File: src/rtl/jump_target_unit_pkg.sv
// jump_target_unit_pkg: op encodings and constants shared by the jump target unit files.
package jump_target_unit_pkg;
  typedef enum logic [2:0] {
    JTU_OP_J    = 3'd0,
    JTU_OP_JAL  = 3'd1,
    JTU_OP_BR   = 3'd2,
    JTU_OP_JR   = 3'd3,
    JTU_OP_JALR = 3'd4
  } jtu_op_e;
  localparam int LINK_OFFSET = 8;
endpackage

File: src/rtl/jump_target_unit_ras_stack.sv
// ras_stack: circular return-address stack; push when full overwrites the oldest entry.
//   clk, rst_n      clock, synchronous active-low reset (clears pointer and count)
//   push, push_data store push_data on top
//   pop             drop the top entry (ignored when empty)
//   top, nonempty   current top entry and whether it is valid
module ras_stack #(
  parameter int XLEN      = 32,
  parameter int RAS_DEPTH = 4
) (
  input  logic            clk,
  input  logic            rst_n,
  input  logic            push,
  input  logic            pop,
  input  logic [XLEN-1:0] push_data,
  output logic [XLEN-1:0] top,
  output logic            nonempty
);
  localparam int PW = $clog2(RAS_DEPTH);
  logic [XLEN-1:0] mem_q [RAS_DEPTH];
  logic [PW-1:0]   ptr_q;
  logic [PW:0]     cnt_q;
  // ptr_q is the next free slot, so the top lives one below it
  assign top      = mem_q[PW'(ptr_q - PW'(1))];
  assign nonempty = cnt_q != '0;
  always_ff @(posedge clk) begin
    if (!rst_n) begin
      ptr_q <= '0;
      cnt_q <= '0;
    end else if (push) begin
      mem_q[ptr_q] <= push_data;
      ptr_q        <= ptr_q + PW'(1);
      cnt_q        <= cnt_q == (PW+1)'(RAS_DEPTH) ? cnt_q : cnt_q + (PW+1)'(1);
    end else if (pop && nonempty) begin
      ptr_q <= ptr_q - PW'(1);
      cnt_q <= cnt_q - (PW+1)'(1);
    end
  end
endmodule

File: src/rtl/jump_target_unit.sv
// jump_target_unit: registered J/JAL/BR/JR/JALR target, link and misalign generator with valid/ready output.
//   clk, rst_n                 clock, synchronous active-low reset
//   flush                      drop held result, blocks capture
//   in_valid/in_ready          request handshake
//   op, pc, instr_index, imm,  request fields
//   br_taken, rs_val, rs_is_ra
//   out_valid/out_ready        result handshake
//   redirect, target, link_addr, misalign, pred_valid, pred_target  registered results
//   Optional RAS prediction enabled by defining JTU_RAS_EN.
module jump_target_unit
  import jump_target_unit_pkg::*;
#(
  parameter int XLEN      = 32,
  parameter int IDX_W     = 26,
  parameter int IMM_W     = 16,
  parameter int ALIGN     = 2,
  parameter int RAS_DEPTH = 4
) (
  input  logic             clk,
  input  logic             rst_n,
  input  logic             flush,
  input  logic             in_valid,
  output logic             in_ready,
  input  logic [2:0]       op,
  input  logic [XLEN-1:0]  pc,
  input  logic [IDX_W-1:0] instr_index,
  input  logic [IMM_W-1:0] imm,
  input  logic             br_taken,
  input  logic [XLEN-1:0]  rs_val,
  input  logic             rs_is_ra,
  output logic             out_valid,
  input  logic             out_ready,
  output logic             redirect,
  output logic [XLEN-1:0]  target,
  output logic [XLEN-1:0]  link_addr,
  output logic             misalign,
  output logic             pred_valid,
  output logic [XLEN-1:0]  pred_target
);
  logic            out_valid_q, redirect_q, misalign_q, pred_valid_q;
  logic [XLEN-1:0] target_q, link_q, pred_target_q;
  logic            redirect_d, misalign_d, pred_valid_d;
  logic [XLEN-1:0] target_d, link_d, pred_target_d;
  logic [XLEN-1:0] pc4, j_tgt, br_tgt;
  logic            cap, is_j, is_br, is_r, is_link;
  assign in_ready = !out_valid_q || out_ready;
  assign cap      = in_valid && in_ready && !flush;
  assign is_j     = op == JTU_OP_J || op == JTU_OP_JAL;
  assign is_br    = op == JTU_OP_BR;
  assign is_r     = op == JTU_OP_JR || op == JTU_OP_JALR;
  assign is_link  = op == JTU_OP_JAL || op == JTU_OP_JALR;
  assign pc4      = pc + XLEN'(4);
  assign j_tgt    = {pc4[XLEN-1 -: XLEN-IDX_W-ALIGN], instr_index, {ALIGN{1'b0}}};
  assign br_tgt   = pc4 + ({{(XLEN-IMM_W){imm[IMM_W-1]}}, imm} << ALIGN);
  always_comb begin
    target_d   = is_j ? j_tgt : is_r ? rs_val : (is_br && br_taken) ? br_tgt : pc4;
    redirect_d = is_j || is_r || (is_br && br_taken);
    link_d     = is_link ? pc + XLEN'(LINK_OFFSET) : '0;
    misalign_d = is_r && |rs_val[ALIGN-1:0];
  end
`ifdef JTU_RAS_EN
  logic            ras_push, ras_pop, ras_nonempty;
  logic [XLEN-1:0] ras_top;
  assign ras_push = cap && is_link;
  assign ras_pop  = cap && op == JTU_OP_JR && rs_is_ra;
  ras_stack #(.XLEN(XLEN), .RAS_DEPTH(RAS_DEPTH)) u_ras (
    .clk       (clk),
    .rst_n     (rst_n),
    .push      (ras_push),
    .pop       (ras_pop),
    .push_data (link_d),
    .top       (ras_top),
    .nonempty  (ras_nonempty)
  );
  assign pred_valid_d  = ras_pop && ras_nonempty;
  assign pred_target_d = pred_valid_d ? ras_top : '0;
`else
  assign pred_valid_d  = 1'b0;
  assign pred_target_d = '0;
`endif
  always_ff @(posedge clk) begin
    if (!rst_n) begin
      out_valid_q   <= 1'b0;
      redirect_q    <= 1'b0;
      target_q      <= '0;
      link_q        <= '0;
      misalign_q    <= 1'b0;
      pred_valid_q  <= 1'b0;
      pred_target_q <= '0;
    end else begin
      out_valid_q <= cap || (out_valid_q && !out_ready && !flush);
      if (cap) begin
        redirect_q    <= redirect_d;
        target_q      <= target_d;
        link_q        <= link_d;
        misalign_q    <= misalign_d;
        pred_valid_q  <= pred_valid_d;
        pred_target_q <= pred_target_d;
      end
    end
  end
  assign out_valid   = out_valid_q;
  assign redirect    = redirect_q;
  assign target      = target_q;
  assign link_addr   = link_q;
  assign misalign    = misalign_q;
  assign pred_valid  = pred_valid_q;
  assign pred_target = pred_target_q;
endmodule
File: config.mk
export PLATFORM = sky130hd
export DESIGN_NAME = jump_target_unit
export DESIGN_NICKNAME = d
export VERILOG_FILES = /design/src/rtl/jump_target_unit_pkg.sv /design/src/rtl/jump_target_unit_ras_stack.sv /design/src/rtl/jump_target_unit.sv
export SDC_FILE = /design/constraint.sdc
export NUM_CORES = 1
export LEC_CHECK = 0
export ABC_AREA = 1
export BUFFER_PORTS_ARGS = -buffer_cell sky130_fd_sc_hd__buf_2
export CORE_MARGIN = 4
export CORE_UTILIZATION = 54
export CTS_BUF_LIST = sky130_fd_sc_hd__clkbuf_4
export CTS_CLUSTER_DIAMETER = 80
export CTS_CLUSTER_SIZE = 30
export DETAILED_ROUTE_END_ITERATION = 16
export PLACE_DENSITY = 0.84
export SLEW_MARGIN = 40
export SYNTH_ARGS = -nofsm -noshare
export SYNTH_HDL_FRONTEND = slang
export SYNTH_SLANG_ARGS = --single-unit
File: constraint.sdc
create_clock -name clk -period 3.55 [get_ports clk]
set_input_delay 0.355 -clock clk [delete_from_list [all_inputs] [get_ports clk]]
set_output_delay 0.355 -clock clk [all_outputs]
set_load 0.01 [all_outputs]
==> flow_metrics.env, run 1 <==
export IMPL_outcome="finished clean"
export IMPL_fin_crit_ns=3.00
export IMPL_numCtsBuffers=9
export IMPL_dp_cells=1525
export IMPL_io_pins=217
export IMPL_grt_max_degree=38
export IMPL_avgSynthCellArea_um2=5.79
export IMPL_yosysWarningCount=0
export IMPL_irDropWorstVdd_v=0.000223
export IMPL_path_cells="buf_2 > ha_1 > inv_1 > nor2_1 > nand2_1 > nor2_4 > xor2_1 > ha_1 > nand2_1 > nor2_1 > and2_1 > nand2_1 > nand2_1 > a21oi_1 > nand2b_1 > nand3_1 > nand2_1 > nand2_1 > a21oi_1"
export IMPL_hold_class="in2reg"
export IMPL_ys_types=48
export IMPL_viasPerCell=5.33
export IMPL_stdcell_count=1541
export IMPL_fin_skew_ns=0.0135
export IMPL_layout_commonest_cell="nand2_1"
export IMPL_post_cts_setup_buffer_count=0
export IMPL_num_fill_cells=1267
export IMPL_syn_area_um2=6870
export IMPL_ctsResizeCount=0
export IMPL_hold_viol_final=0
export IMPL_grt_use_met2_pct=52.1
export IMPL_vias=8207
export IMPL_max_cap_viol_count=0
export IMPL_final_cell_mix="nand2_1 (384), buf_2 (182), a21oi_1 (132)"
export IMPL_setup_violations_final=0
export IMPL_gp_congestion=1.00
export IMPL_tightest_slew_ns=0.779
export IMPL_overflow=0
export IMPL_hold_path_depth=2
export IMPL_ant_nets=0
export IMPL_synth_flop_cell="dfxtp_1"
export IMPL_slew_headroom_pct=47.6
export IMPL_die_height_um=121
export IMPL_fin_hold_ws_ns=0.0864
export IMPL_worst_setup_path_end_kind="flop"
export IMPL_criticalPathCategory="in2reg"
export IMPL_cp_required_ns=3.95
export IMPL_startpoint="pc[2]"
export IMPL_rr_startpoint="out_valid"
export IMPL_htree_levels=3
export IMPL_finalInstanceArea_um2=8040
export IMPL_ys_async_sr_fraction_pct=0
export IMPL_cp_max_fo=5
export IMPL_power_leakage_nw=4.33
export IMPL_maxSlewViolCount=0
export IMPL_cts_sinks=67
export IMPL_antenna_found_initial=0
export IMPL_grt_pass1_wl_um=37000
export IMPL_crit_family="simple AND/OR/NAND/NOR gates"
export IMPL_setup_ws_ns=0.548
export IMPL_synth_cells=1187
export IMPL_clk_pin_slew_ns=0.13
export IMPL_design_core_area_um2=12200
export IMPL_ys_seq_area_share_pct=19.5
export IMPL_clock_latency_ns=0.45
export IMPL_drt_iter0_markers=589
export IMPL_ff2ff_setup_slack_ns=1.41
export IMPL_worst_path_buf_inv=2
export IMPL_cts_tree="done"
export IMPL_drc=0
export IMPL_drive_above_1_share_pct=18.9
export IMPL_worst_path_stages=19
export IMPL_grt_use_total_pct=31.7
export IMPL_rows=40
export IMPL_io_buffers=182
export IMPL_grtUsageMet3_pct=5.29
export IMPL_drt_total_wl_um=23900
export IMPL_first_pass_iters=5
export IMPL_clock_path_buffers=2
export IMPL_synth_seq_cells=67
export IMPL_holdCritStartpoint="flush"
export IMPL_areaGrowthSynthToFinish_pct=17.0
export IMPL_routedWlPerCell_um=15.5
export IMPL_critical_path_arrival_ns=3.40
export IMPL_root_buffer="clkbuf_4"
export IMPL_synth_edf_count=0
export IMPL_clock_fmax_ghz=0.333
export IMPL_totalPowerFinal_mw=2.17
export IMPL_dp_hpwl_um=19300
export IMPL_num_antenna_cells=0
export IMPL_placed_area_um2=7900
export IMPL_finalCritPeriodShare_pct=84.6
export IMPL_fin_tns_setup_ns=0
export IMPL_slowest_delay_ns=0.36
export IMPL_die_x_um=121
export IMPL_dp_slack_ns=0.144
export IMPL_die_area_um2=14600
export IMPL_powerDensity_nw_per_um2=270
export IMPL_critPathSlowestCell="xor2_1"
export IMPL_crit_top_cell="nand2_1"
export IMPL_initial_core_util_pct=56.3
export IMPL_first_global_vias=7641
export IMPL_postCtsHoldBufs=0
export IMPL_top_usage_layer="met2"
export IMPL_worstSetupStartpointType="primary input"
export IMPL_reg2reg_depth=7
export IMPL_final_util_pct=65.9
export IMPL_rsz0062_at_grt="no"
export IMPL_nNetsFinal=1522
export IMPL_grt_util_met1_pct=39.7
-- kinds of logic after synthesis --
group	synth area share, %
DFF	19.5
other	0.0546
AOI/OAI and AO/OA	16.5
and+or+nand+nor	38.8
buffers and inverters	13.6
adders and majority gates	7.03
xor gates and xnor gates	4.57
-- metal layers --
metal | up-vias | wire length (um)
li1 | 4117 | -
met1 | 3664 | 9810
met2 | 367 | 11200
met3 | 59 | 1820
met4 | 0 | 1140
met5 | - | 0
-- power by group --
part,switching [mW],total [mW],internal [mW]
Clock,0.330,0.553,0.223
Sequential,0.0153,0.800,0.785
Combinational,0.529,0.820,0.292
Total,0.874,2.17,1.30
-- synthesized netlist by cell type (all sizes together) (6+ instances only) --
| cell type | instances | share of area, % |
|---|---|---|
| a21oi | 132 | 9.6 |
| buf | 45 | 4.7 |
| clkbuf | 26 | 1.5 |
| dfxtp | 67 | 20 |
| ha | 37 | 6.7 |
| inv | 135 | 7.4 |
| nand2 | 390 | 22 |
| nand3 | 76 | 5.6 |
| nand4 | 11 | 1.0 |
| nor2 | 123 | 7.7 |
| nor3 | 14 | 1.3 |
| o211ai | 9 | 0.98 |
| o21ai | 47 | 3.4 |
| o21bai | 7 | 0.76 |
| xnor2 | 6 | 0.76 |
| xor2 | 29 | 3.8 |
-- sequential cells by signal, summed over array words and instances (netlist names) --
| signal | cells |
|---|---|
| link_addr | 32 |
| target | 32 |
| misalign | 1 |
| out_valid | 1 |
| redirect | 1 |
-- path summary, 6_finish.rpt --
check | to
max | target[23]
min | out_valid
max reg2reg | link_addr[30]
min reg2reg | link_addr[24]
-- layout make-up --
cell class              instances  area, um2  share of cell area [%]
flip-flops and latches         67       1340                    16.7
repair buffers                209       1110                    13.8
multi-input cells             945       4730                    58.8
clock inverters                 6       63.8                   0.794
clock buffers                  10       75.1                   0.934
well taps                     168        210                    2.61
inverters                     136        510                    6.35
Note: power is estimated with default switching activity, not from simulation.
==> run 2, diff against run 1 <==
- clock period: 3.55 -> 3 ns (I/O delays scaled with it)
==> flow_metrics.env, run 2 (same netlist as run 1, synthesis figures left out) <==
export IMPL_tightest_slew_ns=0.706
export IMPL_clock_path_buffers=2
export IMPL_die_area_um2=14600
export IMPL_finalCritPeriodShare_pct=93.4
export IMPL_hold_path_depth=2
export IMPL_criticalPathCategory="in2reg"
export IMPL_fin_hold_ws_ns=0.0287
export IMPL_hold_viol_final=0
export IMPL_grt_max_degree=59
export IMPL_overflow=0
export IMPL_power_leakage_nw=4.91
export IMPL_drt_iter0_markers=647
export IMPL_slew_headroom_pct=52.5
export IMPL_hold_class="in2reg"
export IMPL_irDropWorstVdd_v=0.000286
export IMPL_final_cell_mix="nand2_1 (382), buf_2 (182), buf_4 (140)"
export IMPL_r2r_end="link_addr[30]"
export IMPL_combPwrFrac_pct=39.8
export IMPL_num_antenna_cells=0
export IMPL_maxSlewViolCount=0
export IMPL_numCtsBuffers=9
export IMPL_crit_family="simple AND/OR/NAND/NOR gates"
export IMPL_initial_core_util_pct=56.3
export IMPL_rsz0062_at_grt="no"
export IMPL_die_height_um=121
export IMPL_stdcell_count=1656
export IMPL_nNetsFinal=1637
export IMPL_viasPerCell=5.18
export IMPL_layout_commonest_cell="nand2_1"
export IMPL_min_delay_worst_endpoint="out_valid"
export IMPL_critPathSlowestCell="ha_1"
export IMPL_cts_sinks=67
export IMPL_cts_tree="done"
export IMPL_clock_latency_ns=0.48
export IMPL_clk_pin_slew_ns=0.13
export IMPL_grt_pass1_wl_um=38900
export IMPL_first_pass_iters=5
export IMPL_first_global_vias=7858
export IMPL_antenna_found_initial=0
export IMPL_reg2reg_depth=8
export IMPL_dp_cells=1640
export IMPL_gp_congestion=0.996
export IMPL_worst_setup_path_end_kind="flop"
export IMPL_worstSetupStartpointType="primary input"
export IMPL_outcome="finished clean"
export IMPL_rr_startpoint="out_valid"
export IMPL_fin_crit_ns=2.80
export IMPL_fin_tns_setup_ns=0
export IMPL_worst_path_buf_inv=4
export IMPL_drive_above_1_share_pct=25.8
export IMPL_io_buffers=182
export IMPL_fin_skew_ns=0.0209
export IMPL_drc=0
export IMPL_ff2ff_setup_slack_ns=1.09
export IMPL_vias=8578
export IMPL_ant_nets=0
export IMPL_critical_path_arrival_ns=3.21
export IMPL_p_sw_share_pct=38.8
export IMPL_holdCritStartpoint="flush"
export IMPL_totalPowerFinal_mw=2.84
export IMPL_dp_hpwl_um=20300
export IMPL_cp_max_fo=4
export IMPL_grt_use_total_pct=33.5
export IMPL_crit_top_cell="nand2_1"
export IMPL_design_core_area_um2=12200
export IMPL_root_buffer="clkbuf_4"
export IMPL_cp_required_ns=3.41
export IMPL_setup_ws_ns=0.198
export IMPL_seqPwrFrac_pct=33.4
export IMPL_dp_slack_ns=-0.244
export IMPL_path_cells="buf_2 > ha_1 > inv_1 > nor2_1 > nand2_1 > nor2_4 > nand2_1 > xor2_1 > buf_4 > ha_1 > nand2_1 > nor2_1 > inv_1 > nor3_1 > o21ai_0 > nand4_1 > nand3_1 > nand2_1 > nand2_1 > a21oi_1"
export IMPL_setup_violations_final=0
export IMPL_routedWlPerCell_um=15.2
export IMPL_powerDensity_nw_per_um2=315
export IMPL_clock_fmax_ghz=0.357
export IMPL_die_x_um=121
export IMPL_areaGrowthSynthToFinish_pct=30.8
export IMPL_htree_levels=3
export IMPL_drt_total_wl_um=25200
export IMPL_intPower_mw=1.73
export IMPL_power_frac_clock_pct=26.8
export IMPL_max_cap_viol_count=0
export IMPL_switchingPower_mw=1.10
export IMPL_io_pins=217
export IMPL_rows=40
export IMPL_slowest_delay_ns=0.33
run 2: cell types whose count changed in the layout (fill, tap and decap cells not counted), sizes merged:
cell and delta:
buf +115, bufinv +1, clkbuf -1, clkinv -1, inv +1
run 2: area by class of cell:
| class | count | area, um2 |
|---|---|---|
| timing repair buffer | 324 | 2000 |
| fill | 1119 | 3220 |
| clock inverter | 7 | 98.8 |
| inverter | 136 | 510 |
| multi-input combinational | 945 | 4760 |
| sequential | 67 | 1340 |
| clock buffer | 9 | 67.6 |
| tap | 168 | 210 |
run 2: power groups by stage:
stage	sequential [mW]	combinational (mW)	clock (mW)
final	0.947	1.13	0.760
after global routing	0.952	1.25	0.791
after CTS	0.946	1.10	0.760
after detailed placement	0.965	1.10	0
after global placement	0.964	1.08	0
after floorplan	0.985	0.632	0
run 2: stage by stage:
step	util, %	cell area (um2)
after floorplan	-	6990
after global placement	72.0	8790
after detailed placement	72.0	8790
after CTS	73.4	8960
after global routing	73.6	8990
final	73.6	8990
run 2: worst max-delay path by stage:
stage	end	startpoint	cells after the start	slack (ns)
global placement	target[26]	pc[3]	20	-0.20
finish	target[25]	pc[3]	20	0.20
CTS	target[26]	pc[3]	20	0.25
global route	target[25]	pc[3]	20	0.002
floorplan	target[30]	pc[3]	21	0.45
detailed placement	target[26]	pc[3]	20	-0.24
run 2: timing repair:
action,in CTS,in global routing
setup endpoints to repair,0,5
hold buffers,0,0
buffers inserted,0,0
gates resized for setup,0,11
run 2: metal layers:
metal | share of wire [%] | vias to the layer above | GRT usage [%]
met2 | 47 | 384 | 57.1
met5 | 0 | - | 0
met4 | 4.1 | 0 | 14.2
li1 | - | 4354 | -
met3 | 7.3 | 65 | 4.72
met1 | 41 | 3775 | 42.1
